$ cat config.mk
export PLATFORM = sky130hd
export DESIGN_NAME = cordic_vectoring
export DESIGN_NICKNAME = d
export VERILOG_FILES = /design/src/rtl/cordic_vectoring.sv
export SDC_FILE = /design/constraint.sdc
export NUM_CORES = 1
export LEC_CHECK = 0
export ABC_AREA = 1
export BUFFER_PORTS_ARGS = -buffer_cell sky130_fd_sc_hd__buf_2
export CORE_MARGIN = 4
export CORE_UTILIZATION = 44
export CTS_BUF_LIST = sky130_fd_sc_hd__clkbuf_4
export DETAILED_ROUTE_END_ITERATION = 16
export MAX_ROUTING_LAYER = met4
export SLEW_MARGIN = 20
export SYNTH_ARGS = -nofsm -noshare
export SYNTH_HDL_FRONTEND = slang
export SYNTH_SLANG_ARGS = --single-unit
$ cat constraint.sdc
create_clock -name clock -period 9.52 [get_ports clock]
set_input_delay 2.38 -clock clock [delete_from_list [all_inputs] [get_ports clock]]
set_output_delay 2.38 -clock clock [all_outputs]
set_load 0.05 [all_outputs]
$ cat src/rtl/cordic_vectoring.sv
// Iterative vectoring-mode CORDIC: (x, y) -> phase (2^20 = full circle) and magnitude.
// Define CORDIC_VEC_GAIN_COMP_EN to add a one-cycle 1/K gain-compensation (OUT) stage.
module cordic_vectoring #(
  parameter int unsigned WIDTH = 16,
  parameter int unsigned ITER  = 16
) (
  input  logic                    clock,
  input  logic                    rst_n,
  input  logic                    start,
  input  logic signed [WIDTH-1:0] x_in,
  input  logic signed [WIDTH-1:0] y_in,
  output logic                    busy,
  output logic                    done,
  output logic [19:0]             angle_out,
  output logic [WIDTH+1:0]        mag_out
);

  localparam int unsigned XW = WIDTH + 2;
  localparam int unsigned CW = $clog2(ITER);

`ifdef CORDIC_VEC_GAIN_COMP_EN
  typedef enum logic [1:0] {StIdle, StRot, StOut} state_e;
`else
  typedef enum logic [0:0] {StIdle, StRot} state_e;
`endif

  // round(atan(2^-i) * 2^19 / pi)
  function automatic logic [19:0] atan_lut(input logic [4:0] i);
    logic [19:0] v;
    case (i)
      5'd0:    v = 20'd131072;
      5'd1:    v = 20'd77376;
      5'd2:    v = 20'd40884;
      5'd3:    v = 20'd20753;
      5'd4:    v = 20'd10417;
      5'd5:    v = 20'd5213;
      5'd6:    v = 20'd2607;
      5'd7:    v = 20'd1304;
      5'd8:    v = 20'd652;
      5'd9:    v = 20'd326;
      5'd10:   v = 20'd163;
      5'd11:   v = 20'd81;
      5'd12:   v = 20'd41;
      5'd13:   v = 20'd20;
      5'd14:   v = 20'd10;
      5'd15:   v = 20'd5;
      5'd16:   v = 20'd3;
      5'd17:   v = 20'd1;
      default: v = 20'd0;
    endcase
    return v;
  endfunction

  state_e               state_q, state_d;
  logic signed [XW-1:0] x_q, x_d, y_q, y_d;
  logic [19:0]          z_q, z_d;
  logic [CW-1:0]        cnt_q, cnt_d;
  logic                 zero_q, zero_d;
  logic                 busy_q, busy_d, done_q, done_d;
  logic [19:0]          angle_q, angle_d;
  logic [XW-1:0]        mag_q, mag_d;

  logic signed [XW-1:0] x_ext, y_ext, x_sh, y_sh, x_rot, y_rot;
  logic [19:0]          z_rot, atan_i;
  logic                 y_neg, last;
`ifdef CORDIC_VEC_GAIN_COMP_EN
  logic signed [XW-1:0] mag_comp;
`endif

  always_comb begin
    x_ext  = {{2{x_in[WIDTH-1]}}, x_in};
    y_ext  = {{2{y_in[WIDTH-1]}}, y_in};
    x_sh   = x_q >>> cnt_q;
    y_sh   = y_q >>> cnt_q;
    y_neg  = y_q[XW-1];
    atan_i = atan_lut(5'(cnt_q));
    x_rot  = y_neg ? (x_q - y_sh) : (x_q + y_sh);
    y_rot  = y_neg ? (y_q + x_sh) : (y_q - x_sh);
    z_rot  = y_neg ? (z_q - atan_i) : (z_q + atan_i);
    last   = (cnt_q == CW'(ITER - 1));
`ifdef CORDIC_VEC_GAIN_COMP_EN
    // 2^-1 + 2^-3 - 2^-6 - 2^-9 ~= 1/K; x is non-negative here
    mag_comp = (x_q >>> 1) + (x_q >>> 3) - (x_q >>> 6) - (x_q >>> 9);
`endif

    state_d = state_q;
    x_d     = x_q;
    y_d     = y_q;
    z_d     = z_q;
    cnt_d   = cnt_q;
    zero_d  = zero_q;
    busy_d  = busy_q;
    done_d  = 1'b0;
    angle_d = angle_q;
    mag_d   = mag_q;

    case (state_q)
      StIdle: begin
        if (start) begin
          // Pre-rotate into the right half-plane; the 2-bit extension makes negation exact
          if (!x_in[WIDTH-1]) begin
            x_d = x_ext;
            y_d = y_ext;
            z_d = 20'h00000;
          end else if (!y_in[WIDTH-1]) begin
            x_d = y_ext;
            y_d = -x_ext;
            z_d = 20'h40000;
          end else begin
            x_d = -y_ext;
            y_d = x_ext;
            z_d = 20'hC0000;
          end
          cnt_d   = '0;
          zero_d  = (x_in == '0) && (y_in == '0);
          busy_d  = 1'b1;
          state_d = StRot;
        end
      end
      StRot: begin
        x_d   = x_rot;
        y_d   = y_rot;
        z_d   = z_rot;
        cnt_d = cnt_q + 1'b1;
        if (last) begin
`ifdef CORDIC_VEC_GAIN_COMP_EN
          state_d = StOut;
`else
          angle_d = zero_q ? 20'h00000 : z_rot;
          mag_d   = x_rot;
          done_d  = 1'b1;
          busy_d  = 1'b0;
          state_d = StIdle;
`endif
        end
      end
`ifdef CORDIC_VEC_GAIN_COMP_EN
      StOut: begin
        angle_d = zero_q ? 20'h00000 : z_q;
        mag_d   = mag_comp;
        done_d  = 1'b1;
        busy_d  = 1'b0;
        state_d = StIdle;
      end
`endif
      default: state_d = StIdle;
    endcase
  end

  always_ff @(posedge clock or negedge rst_n) begin
    if (!rst_n) begin
      state_q <= StIdle;
      x_q     <= '0;
      y_q     <= '0;
      z_q     <= '0;
      cnt_q   <= '0;
      zero_q  <= 1'b0;
      busy_q  <= 1'b0;
      done_q  <= 1'b0;
      angle_q <= '0;
      mag_q   <= '0;
    end else begin
      state_q <= state_d;
      x_q     <= x_d;
      y_q     <= y_d;
      z_q     <= z_d;
      cnt_q   <= cnt_d;
      zero_q  <= zero_d;
      busy_q  <= busy_d;
      done_q  <= done_d;
      angle_q <= angle_d;
      mag_q   <= mag_d;
    end
  end

  assign busy      = busy_q;
  assign done      = done_q;
  assign angle_out = angle_q;
  assign mag_out   = mag_q;

endmodule

## Word-level counts from Yosys, hierarchy flattened

Memories as Yosys holds them, arrays and structs flattened.
Index checks and enable logic that the tools add are counted.

| storage, ports and cells | value |
|---|---|
| bits in read-only memories | 288 |
| word-level logic and storage cells | 58 |
| memories | 1 |
| input bits | 35 |
| bits in registers | 102 |
| output and inout port bits | 40 |

| cells by class | value |
|---|---|
| bitwise operators | 1 |
| reduce and logical (&&, ||, !) cells | 6 |
| equal/unequal tests | 3 |
| muxes and demuxes | 26 |
| shifts and indexed selects | 2 |
| add/subtract/negate cells | 9 |

Memory list:

| name | words | width | rd ports | clocked after Yosys merged registers in | write ports | line | RTL |
|---|---|---|---|---|---|---|---|
| (no name shown) | 16 | 18 | 1 | 0 | 0 | 30 | `case (i)` |

Operators with widths:

| cell | number |
|---|---|
| two-way mux 18 bit | 8 |
| two-way mux 20 bit | 5 |
| one-hot mux 18 bit (2 select lines) | 2 |
| one-hot mux 20 bit (2 select lines) | 1 |
| adder 18 bit | 2 |
| negator 16 -> 18 bit | 2 |
| >>> shifter 18 x 4 -> 18 bit | 2 |
| subtractor 18 bit | 2 |
| logical NOT 16 bit | 2 |
| adder 20 bit | 1 |
| subtractor 20 bit | 1 |
| one-hot mux 4 bit (2 select lines) | 1 |
| two-way mux 1 bit | 6 |
| AND reduction 2 bit | 3 |
| adder 4 x 1 -> 4 bit, second input constant | 1 |
| equality test 4 bit, second input constant | 1 |
| two-way mux 4 bit | 1 |
| one-hot mux 1 bit (2 select lines) | 2 |
| != test 2 x 1 -> 1 bit, second input constant | 1 |
| != test 2 bit, second input constant | 1 |
| logical AND 1 bit | 1 |
| NOT 1 bit | 1 |

## Longest topological paths before layout

Gate-level depths: netlist of the first run.

| depth | value |
|---|---|
| depth after elaboration | 5 |
| gate-level depth with buffers | 29 |
| gate-level depth less buffers | 27 |

## Least setup slack after synthesis of the first run

OpenSTA, ideal clock, no wires.

| path | value |
|---|---|
| path kind | input -> register |
| start point | in y_in[1] |
| end point | reg x_q[14] |
| path buffers | 0 |
| setup slack | 5.634 ns |
| library setup time | 0.129 ns |
| data required time | 9.391 ns |
| arrival time | 3.756 ns |
| stages | 12 |
| cell sequence | inv_1 ha_1 inv_1 nor3_1 nand3_1 nor2_1 nand2_1 nor2_1 a31oi_1 xor2_1 o21ai_0 nand3_1 |

| on the way | value |
|---|---|
| cells in the longest elaborated chain, start to end | 5 |

RTL lines:

| what | line | RTL |
|---|---|---|
| from (decl) | 11 | `input logic signed [WIDTH-1:0] y_in,` |
| negator 16 -> 18 bit | 110 | `x_d = -y_ext;` |
| two-way mux 18 bit | 105 | `end else if (!y_in[WIDTH-1]) begin` |
| two-way mux 18 bit | 101 | `if (!x_in[WIDTH-1]) begin` |
| two-way mux 18 bit | 99 | `if (start) begin` |
| one-hot mux 18 bit (2 select lines) | 97 | `case (state_q)` |
| to (signal assigned) | 153 | `x_q <= '0;` |
| to (signal assigned) | 164 | `x_q <= x_d;` |
| to (decl) | 55 | `logic signed [XW-1:0] x_q, x_d, y_q, y_d;` |

Every way passes these cells. The select of a mux whose other input is x is not followed.
A chain may end at the register's enable or synchronous reset.

## Final worst setup path of the first run

| path | value |
|---|---|
| start point | reg cnt_q[1] |
| end point | reg z_q[19] |

| on the way | value |
|---|---|
| cells in the longest elaborated chain, start to end | 4 |
| elaborated cells on any way between the ends | 5 |
| classes of those cells | add/sub (2); mux (2); memory (1) |

RTL lines:

| what | line | RTL |
|---|---|---|
| from (decl) | 57 | `logic [CW-1:0] cnt_q, cnt_d;` |
| from (signal assigned) | 167 | `cnt_q <= cnt_d;` |
| memory read (16 x 18 bit) * | -- |  |
| adder 20 bit or subtractor 20 bit (tied branches) | 79 | `z_rot = y_neg ? (z_q - atan_i) : (z_q + atan_i);` |
| two-way mux 20 bit * | 79 |  |
| one-hot mux 20 bit (2 select lines) * | 97 |  |
| to (signal assigned) | 166 | `z_q <= z_d;` |
| to (decl) | 56 | `logic [19:0] z_q, z_d;` |

Every way passes the cells marked *; elsewhere a longest branch is shown, timed or not.

==> flow_summary.toml, run 1 <==
[floorplanning]
core_sq_mm = 0.0236
num_io_pins = 75
core.rowCount = 56
start_util_pct = 44.9
die-area_sq_mm = 0.0266
die_h_um = 163
die_w_um = 163

[critical_path]
rrSetupSlack_ns = 4.37
arrival_ns = 5.57
crit_fanout = 33
ff2ff_path_depth = 24
start_kind = "flip-flop"
path_class = "flip-flop to flip-flop"
cp.required_ns = 9.94
endpoint_kind = "flip-flop"

[grt]
antenna_found_initial = 1
grt_usage_pct = 27.8
gr-total-overflow = 0
grt_pass1_vias = 10500
grt_pass1_wl_um = 57400
grt_max_degree = 67

[sta]
worstMarginPinSlew_ns = 1.13
slew-limit-headroom_pct = 24.5
period_share_pct = 54.1
setup_violations = 0
fin_tns_setup_ns = 0
clock_skew_ns = 0.0371
fmax_mhz = 194
rsz0062_at_grt = "false"
final-hold-violation-count = 0
maxSlewViolCount = 0
fin_crit_ns = 5.15

[place]
dpl.cell_count = 2005
gp_congestion = 0.941
placement.io_buffers = 74
hpwlAfterDp_um = 27500

[clock_tree]
post-cts-setup-buffers = 0
clock_path_buffers = 2
path_clk_slew_ns = 0.20
clock_latency_ns = 0.54
cts_root_buffer = "clkbuf_4"
cts_tree = "yes"
htree_levels = 3
cts_repair_resize_count = 0
cts_sinks = 102
cts.hold.buffers_added = 0
cts_buffers = 9

[final_layout]
most-common-layout-cells = "nand2_1 (505), nand3_1 (188), nor2_1 (136)"
drive_gt1_share_pct = 8.75
multi_input_area_sq_mm = 0.00717
fillers = 2557
area_delta_synth_final_pct = 6.35
fin_nets = 1800
instances_no_fill = 2022
ff_latch_area_sq_mm = 0.00255
final_common_cell = "nand2_1"

[detailed_routing]
drc = 0
vias_per_cell = 5.57
post_drt_wl_per_cell_um = 17.7
postRouteAntennaNets = 0
num_vias = 11300
drt_first_pass_iters = 6
wl_um = 35800
drt_iter0_drc = 1116

[synth]
yosys_warnings = 0
synth-simple-area-share_pct = 36.0
yosysSeqAreaShare_pct = 24.1
synthAdderAreaFrac_pct = 8.24
synth_area_per_cell_sq_um = 6.35
synth-compound-area-share_pct = 17.4
async_reset_ff_share_pct = 100
synth_ff_type = "dfrtp_1"
synth-edff-count = 0
synth_xor_area_share_pct = 5.86
syn-num-nets = 1773
muxShareOfSynthArea_pct = 0
synth.distinct_cells = 50
synth_top_family_by_area = "simple AND/OR/NAND/NOR gates"
ys_ff_latch = 102
synthCells = 1670
syn-cell-area_sq_mm = 0.0106

[job]
cap_violations = 0

[hold_path]
min_delay_path_depth = 2
hold_class = "flip-flop to flip-flop"

[outcome]
status = "completed"
flip-flops by register name, indices dropped and copies added, names as in the netlist:
name / flops
busy: 1
cnt_q: 4
state_q: 1
done: 1
x_q: 18
mag_out: 18
y_q: 18
angle_out: 20
zero_q: 1
z_q: 20
final cells by class:
type	instances	share of cell area [%]
antenna	1	0.0222
clock buffer	9	0.599
clock inverter	7	0.854
inverter	143	4.80
multi-input combinational	1357	63.6
sequential	102	22.6
tap	319	3.54
timing repair buffer	84	3.97
per-stage QoR:
stage	instance area, sq um	setup slack [ns]	util, %	hold slack (ns)
2_1_floorplan	10600	5.63	-	0.455
3_5_place_dp	11100	4.51	47.1	0.458
3_3_place_gp	11100	4.62	47.1	0.456
5_1_grt	11300	3.86	47.8	0.531
4_1_cts	11300	4.48	47.7	0.509
6_report	11300	4.37	47.8	0.504
routing by layer:
metal | global-route usage [%] | up-vias | part of all wire, %
met1 | 39.9 | 5208 | 48
met4 | 6.63 | 0 | 2.1
li1 | - | 5644 | -
met5 | - | - | 0
met2 | 41.5 | 362 | 44
met3 | 4.06 | 43 | 6.3
synthesized netlist by cell type (14+ instances only):
master    number  share of area, %
dfrtp_1      102                24
o221ai_1      21               1.7
clkbuf_1      32               1.1
inv_1        132               4.7
buf_2         18              0.85
nand3_1      188               8.9
nor2_1       137               4.8
nand2_1      505                18
nor3_1        15              0.71
a21oi_1      101               4.8
xor2_1        42               3.5
nand4_1       14              0.83
o21ai_1       16              0.76
a31oi_1       14              0.83
o21ai_0      109               5.1
ha_1          65               7.7
xnor2_1       29               2.4
logic make-up after synthesis:
| logic type | count (synthesis) |
|---|---|
| flops | 102 |
| compound gates | 317 |
| buf+inv | 211 |
| simple gates | 901 |
| xor+xnor | 71 |
| fa+ha+maj | 68 |
path summary, 6_finish.rpt:
path | to | startpoint
worst max-delay path | z_q[19] | cnt_q[1]
worst min-delay path | angle_out[0] | angle_out[0]
worst max register to register | z_q[19] | cnt_q[1]
worst min register to register | angle_out[0] | angle_out[0]
max in group asynchronous | x_q[4] | rst_n
min in group asynchronous | angle_out[2] | rst_n
worst max-delay path, stage by stage (launching register included):
cell and delay, ns:
dfrtp_1 1.13, inv_4 0.38, ha_1 0.42, nor2_1 0.14, nor2_1 0.09, o21ai_0 0.25, nand2_1 0.10, nor2_1 0.10
nand2_1 0.08, nor2_1 0.17, inv_1 0.09, o21ai_2 0.18, nand2_1 0.09, xnor2_1 0.14, inv_1 0.06, ha_1 0.31
inv_1 0.10, nor3_1 0.27, and3_1 0.22, nand4_1 0.09, nand3_1 0.17, xor2_1 0.21, nand2_1 0.10, nand3_1 0.09
nand3_1 0.07
Power of run 1 is not shown: default switching activity piles up to over one toggle a cycle in this logic, so the estimate is an artifact.
==> run 2: changes to the inputs <==
- clock period: 9.52 -> 4.6 ns (I/O delays scaled with it)
==> flow_summary.toml, run 2 (synthesized netlist as in run 1, its figures left out) <==
[detailed_routing]
drt_first_pass_iters = 6
num_vias = 11300
wl_um = 37000
vias_per_cell = 5.55
drt_iter0_drc = 945
postRouteAntennaNets = 0
post_drt_wl_per_cell_um = 18.2
drc = 0

[sta]
period_share_pct = 91.4
final-hold-violation-count = 0
fmax_mhz = 238
worstMarginPinSlew_ns = 1.05
fin_tns_setup_ns = 0
fin_crit_ns = 4.20
clock_skew_ns = 0.0297
slew-limit-headroom_pct = 30.2
rsz0062_at_grt = "false"
maxSlewViolCount = 0
setup_violations = 0

[critical_path]
path_class = "flip-flop to flip-flop"
crit_buf_inv = 2
arrival_ns = 4.63
slowest_stage = "dfrtp_1"
crit_fanout = 19
cp.required_ns = 5.02
crit_path_frequent_cell = "nand2_1"
cpLargestDelayFamily = "simple AND/OR/NAND/NOR gates"
endpoint_kind = "flip-flop"
start_kind = "flip-flop"
slowest_delay_ns = 0.43
crit_chain = "buf_4 > ha_1 > nand2_1 > nand2_1 > nand2_1 > nand2_1 > inv_1 > nor2_1 > nand3_1 > nor2_1 > nand3_1 > nand2_2 > nand2_1 > xor2_1 > ha_1 > nand2_1 > nor3_1 > and3_1 > nand4_1 > nand3_1 > xor2_1 > nand2_1 > nand3_1 > nand3_1"

[floorplanning]
core_sq_mm = 0.0236
start_util_pct = 44.9
die-area_sq_mm = 0.0266
die_h_um = 163
die_w_um = 163
num_io_pins = 75
core.rowCount = 56

[clock_tree]
htree_levels = 3
cts_sinks = 102
post-cts-setup-buffers = 0
clock_latency_ns = 0.54
clock_path_buffers = 2
cts_root_buffer = "clkbuf_4"
cts_tree = "yes"
cts_buffers = 9
path_clk_slew_ns = 0.23

[hold_path]
hold_class = "flip-flop to flip-flop"

[final_layout]
final_common_cell = "nand2_1"
most-common-layout-cells = "nand2_1 (505), nand3_1 (188), nor2_1 (136)"
drive_gt1_share_pct = 9.60
fin_nets = 1816
area_delta_synth_final_pct = 7.75

[grt]
grt_pass1_wl_um = 58300
grt_usage_pct = 28.7
grt_max_degree = 103
antenna_found_initial = 1
grt_pass1_vias = 10400
gr-total-overflow = 0

[place]
gp_congestion = 0.968
hpwlAfterDp_um = 28600
placement.io_buffers = 74

[job]
cap_violations = 0

[outcome]
status = "completed"
## run 2: stage by stage
step | hold WS [ns] | util [%] | instance area, sq um | setup slack, ns | instances
CTS | 0.503 | 48.4 | 11400 | 0.295 | 2037
global placement | 0.450 | 47.7 | 11300 | 0.392 | 2021
detailed placement | 0.455 | 47.7 | 11300 | 0.328 | 2021
floorplan | 0.455 | - | 10600 | 0.826 | 1670
finish | 0.497 | 48.4 | 11400 | 0.395 | 2038
global route | 0.518 | 48.4 | 11400 | 0.0138 | 2038
## run 2: final timing paths
check                           startpoint           end  slack, ns  depth (start not counted)
worst max-delay path              cnt_q[1]       z_q[19]       0.40                         24
worst min-delay path            mag_out[2]    mag_out[2]       0.50                          2
worst max register to register    cnt_q[1]       z_q[19]       0.40                         24
worst min register to register  mag_out[2]    mag_out[2]       0.50                          2
max in group asynchronous            rst_n        x_q[6]       3.49                          2
min in group asynchronous            rst_n  angle_out[4]       0.63                          2
## run 2: repair_timing
action | in CTS | in global routing
endpoints found under the setup margin | 0 | 7
hold buffers | 0 | 0
resized for setup | 0 | 4
## run 2: final cells by class
class / instances / area [sq um]
antenna: 1 / 2.50
inverter: 143 / 542
clock inverter: 7 / 96.3
fill: 2533 / 12200
tap: 319 / 399
sequential: 102 / 2550
multi-input combinational: 1357 / 7170
timing repair buffer: 100 / 597
clock buffer: 9 / 67.6
## run 2: tightest hold or removal path, cell delays in order, from the launching register on
cell and delay (ns):
dfrtp_1 0.39, nand2_1 0.05, nand2_1 0.05
## run 2: routing by layer
layer | global-route usage [%] | share of wire (%) | up-vias
li1 | - | - | 5674
met1 | 41.0 | 48 | 5242
met2 | 43.1 | 44 | 357
met3 | 3.26 | 5.6 | 43
met4 | 8.01 | 2.6 | 0
met5 | - | 0 | -
Power of run 2 is left out for the same reason.
==> run 3: changes to the inputs <==
- RECOVER_POWER: unset -> 50
==> flow_summary.toml, run 3 (synthesized netlist as in run 1, its figures left out) <==
[floorplanning]
die-area_sq_mm = 0.0266
num_io_pins = 75
die_h_um = 163
start_util_pct = 44.9
core_sq_mm = 0.0236
die_w_um = 163
core.rowCount = 56

[clock_tree]
cts_tree = "yes"
cts_root_buffer = "clkbuf_4"
clock_latency_ns = 0.53
cts_sinks = 102
path_clk_slew_ns = 0.23
cts_buffers = 9
clock_path_buffers = 2
htree_levels = 3

[grt]
grt_usage_pct = 28.7
antenna_found_initial = 1
grt_pass1_vias = 10400
grt_pass1_wl_um = 58300
gr-total-overflow = 0
grt_max_degree = 103

[critical_path]
crit_fanout = 19
path_class = "flip-flop to flip-flop"
ff2ff_path_depth = 24
start_kind = "flip-flop"
arrival_ns = 4.62
endpoint_kind = "flip-flop"
rrSetupSlack_ns = 0.40
cp.required_ns = 5.02
r2r-end = "z_q[19]"
reg2reg_from = "cnt_q[1]"

[final_layout]
final_util_pct = 48.2
drive_gt1_share_pct = 8.67
multi_input_area_sq_mm = 0.00717
ff_latch_area_sq_mm = 0.00255
most-common-layout-cells = "nand2_1 (505), nand3_1 (188), nor2_1 (136)"
fin_nets = 1816
area_delta_synth_final_pct = 7.39
fillers = 2546
final_common_cell = "nand2_1"

[detailed_routing]
drc = 0
num_vias = 11300
wl_um = 37000
drt_iter0_drc = 890
vias_per_cell = 5.55
postRouteAntennaNets = 0
post_drt_wl_per_cell_um = 18.2
drt_first_pass_iters = 6

[sta]
fin_ws_ns = 0.401
fmax_mhz = 238
clock_skew_ns = 0.0263
whs_ns = 0.496
worstMarginPinSlew_ns = 2.64
setup_violations = 0
maxSlewViolCount = 103
final-hold-violation-count = 0
slew-limit-headroom_pct = -75.9
rsz0062_at_grt = "false"
fin_tns_setup_ns = 0
fin_crit_ns = 4.20
period_share_pct = 91.3

[place]
placement.io_buffers = 74
gp_congestion = 0.968
place_ws_ns = 0.328
hpwlAfterDp_um = 28600

[job]
cap_violations = 1

[hold_path]
hold_class = "flip-flop to flip-flop"
min_delay_path_depth = 2
min_to = "mag_out[2]"
min-delay-start = "mag_out[2]"

[outcome]
violations = "max-capacitance violations, max-slew violations"
status = "complete, but fails checks"
[run 3: per-layer routing]
metal	up-vias	track usage [%]	wire length, um
li1	5674	-	-
met3	40	3.26	2160
met5	-	-	0
met4	0	8.01	1010
met2	356	43.1	16100
met1	5244	41.0	17700
[run 3: repair_timing]
action / 4_1_cts / 5_1_grt
hold buffers: 0 / 0
buffers inserted: 0 / 0
endpoints found under the setup margin: 0 / 7
resized for setup: 0 / 4
[run 3: layout make-up]
| class | count | share of cell area, % |
|---|---|---|
| timing repair buffer | 100 | 4.90 |
| multi-input combinational | 1357 | 63.0 |
| clock buffer | 9 | 0.593 |
| inverter | 143 | 4.76 |
| clock inverter | 7 | 0.846 |
| sequential | 102 | 22.4 |
| antenna | 1 | 0.0220 |
| tap | 319 | 3.51 |
[run 3: worst max path at each step]
stage	startpoint	to	slack, ns	depth (start not counted)
3_5_place_dp	cnt_q[0]	y_q[17]	0.33	23
3_3_place_gp	cnt_q[0]	y_q[17]	0.39	23
5_1_grt	cnt_q[0]	x_q[15]	0.007	24
2_1_floorplan	cnt_q[1]	z_q[19]	0.83	27
6_report	cnt_q[1]	z_q[19]	0.40	24
4_1_cts	cnt_q[0]	y_q[17]	0.29	23
[run 3: critical path, stage by stage, from the launching register on]
cell and delay (ns):
dfrtp_1 0.44, buf_4 0.28, ha_1 0.28, nand2_1 0.16
nand2_1 0.10, nand2_1 0.05, nand2_1 0.12, inv_1 0.07
nor2_1 0.19, nand3_1 0.14, nor2_1 0.14, nand3_1 0.14
nand2_2 0.14, nand2_1 0.08, xor2_1 0.16, ha_1 0.34
nand2_1 0.13, nor3_1 0.21, and3_1 0.22, nand4_1 0.10
nand3_1 0.16, xor2_1 0.20, nand2_1 0.10, nand3_1 0.09
nand3_1 0.07
[run 3: through the flow]
stage | std cells | cell area, sq um
finish | 2038 | 11400
global route | 2038 | 11400
CTS | 2037 | 11400
detailed placement | 2021 | 11300
global placement | 2021 | 11300
floorplan | 1670 | 10600
Power of run 3 is left out for the same reason.
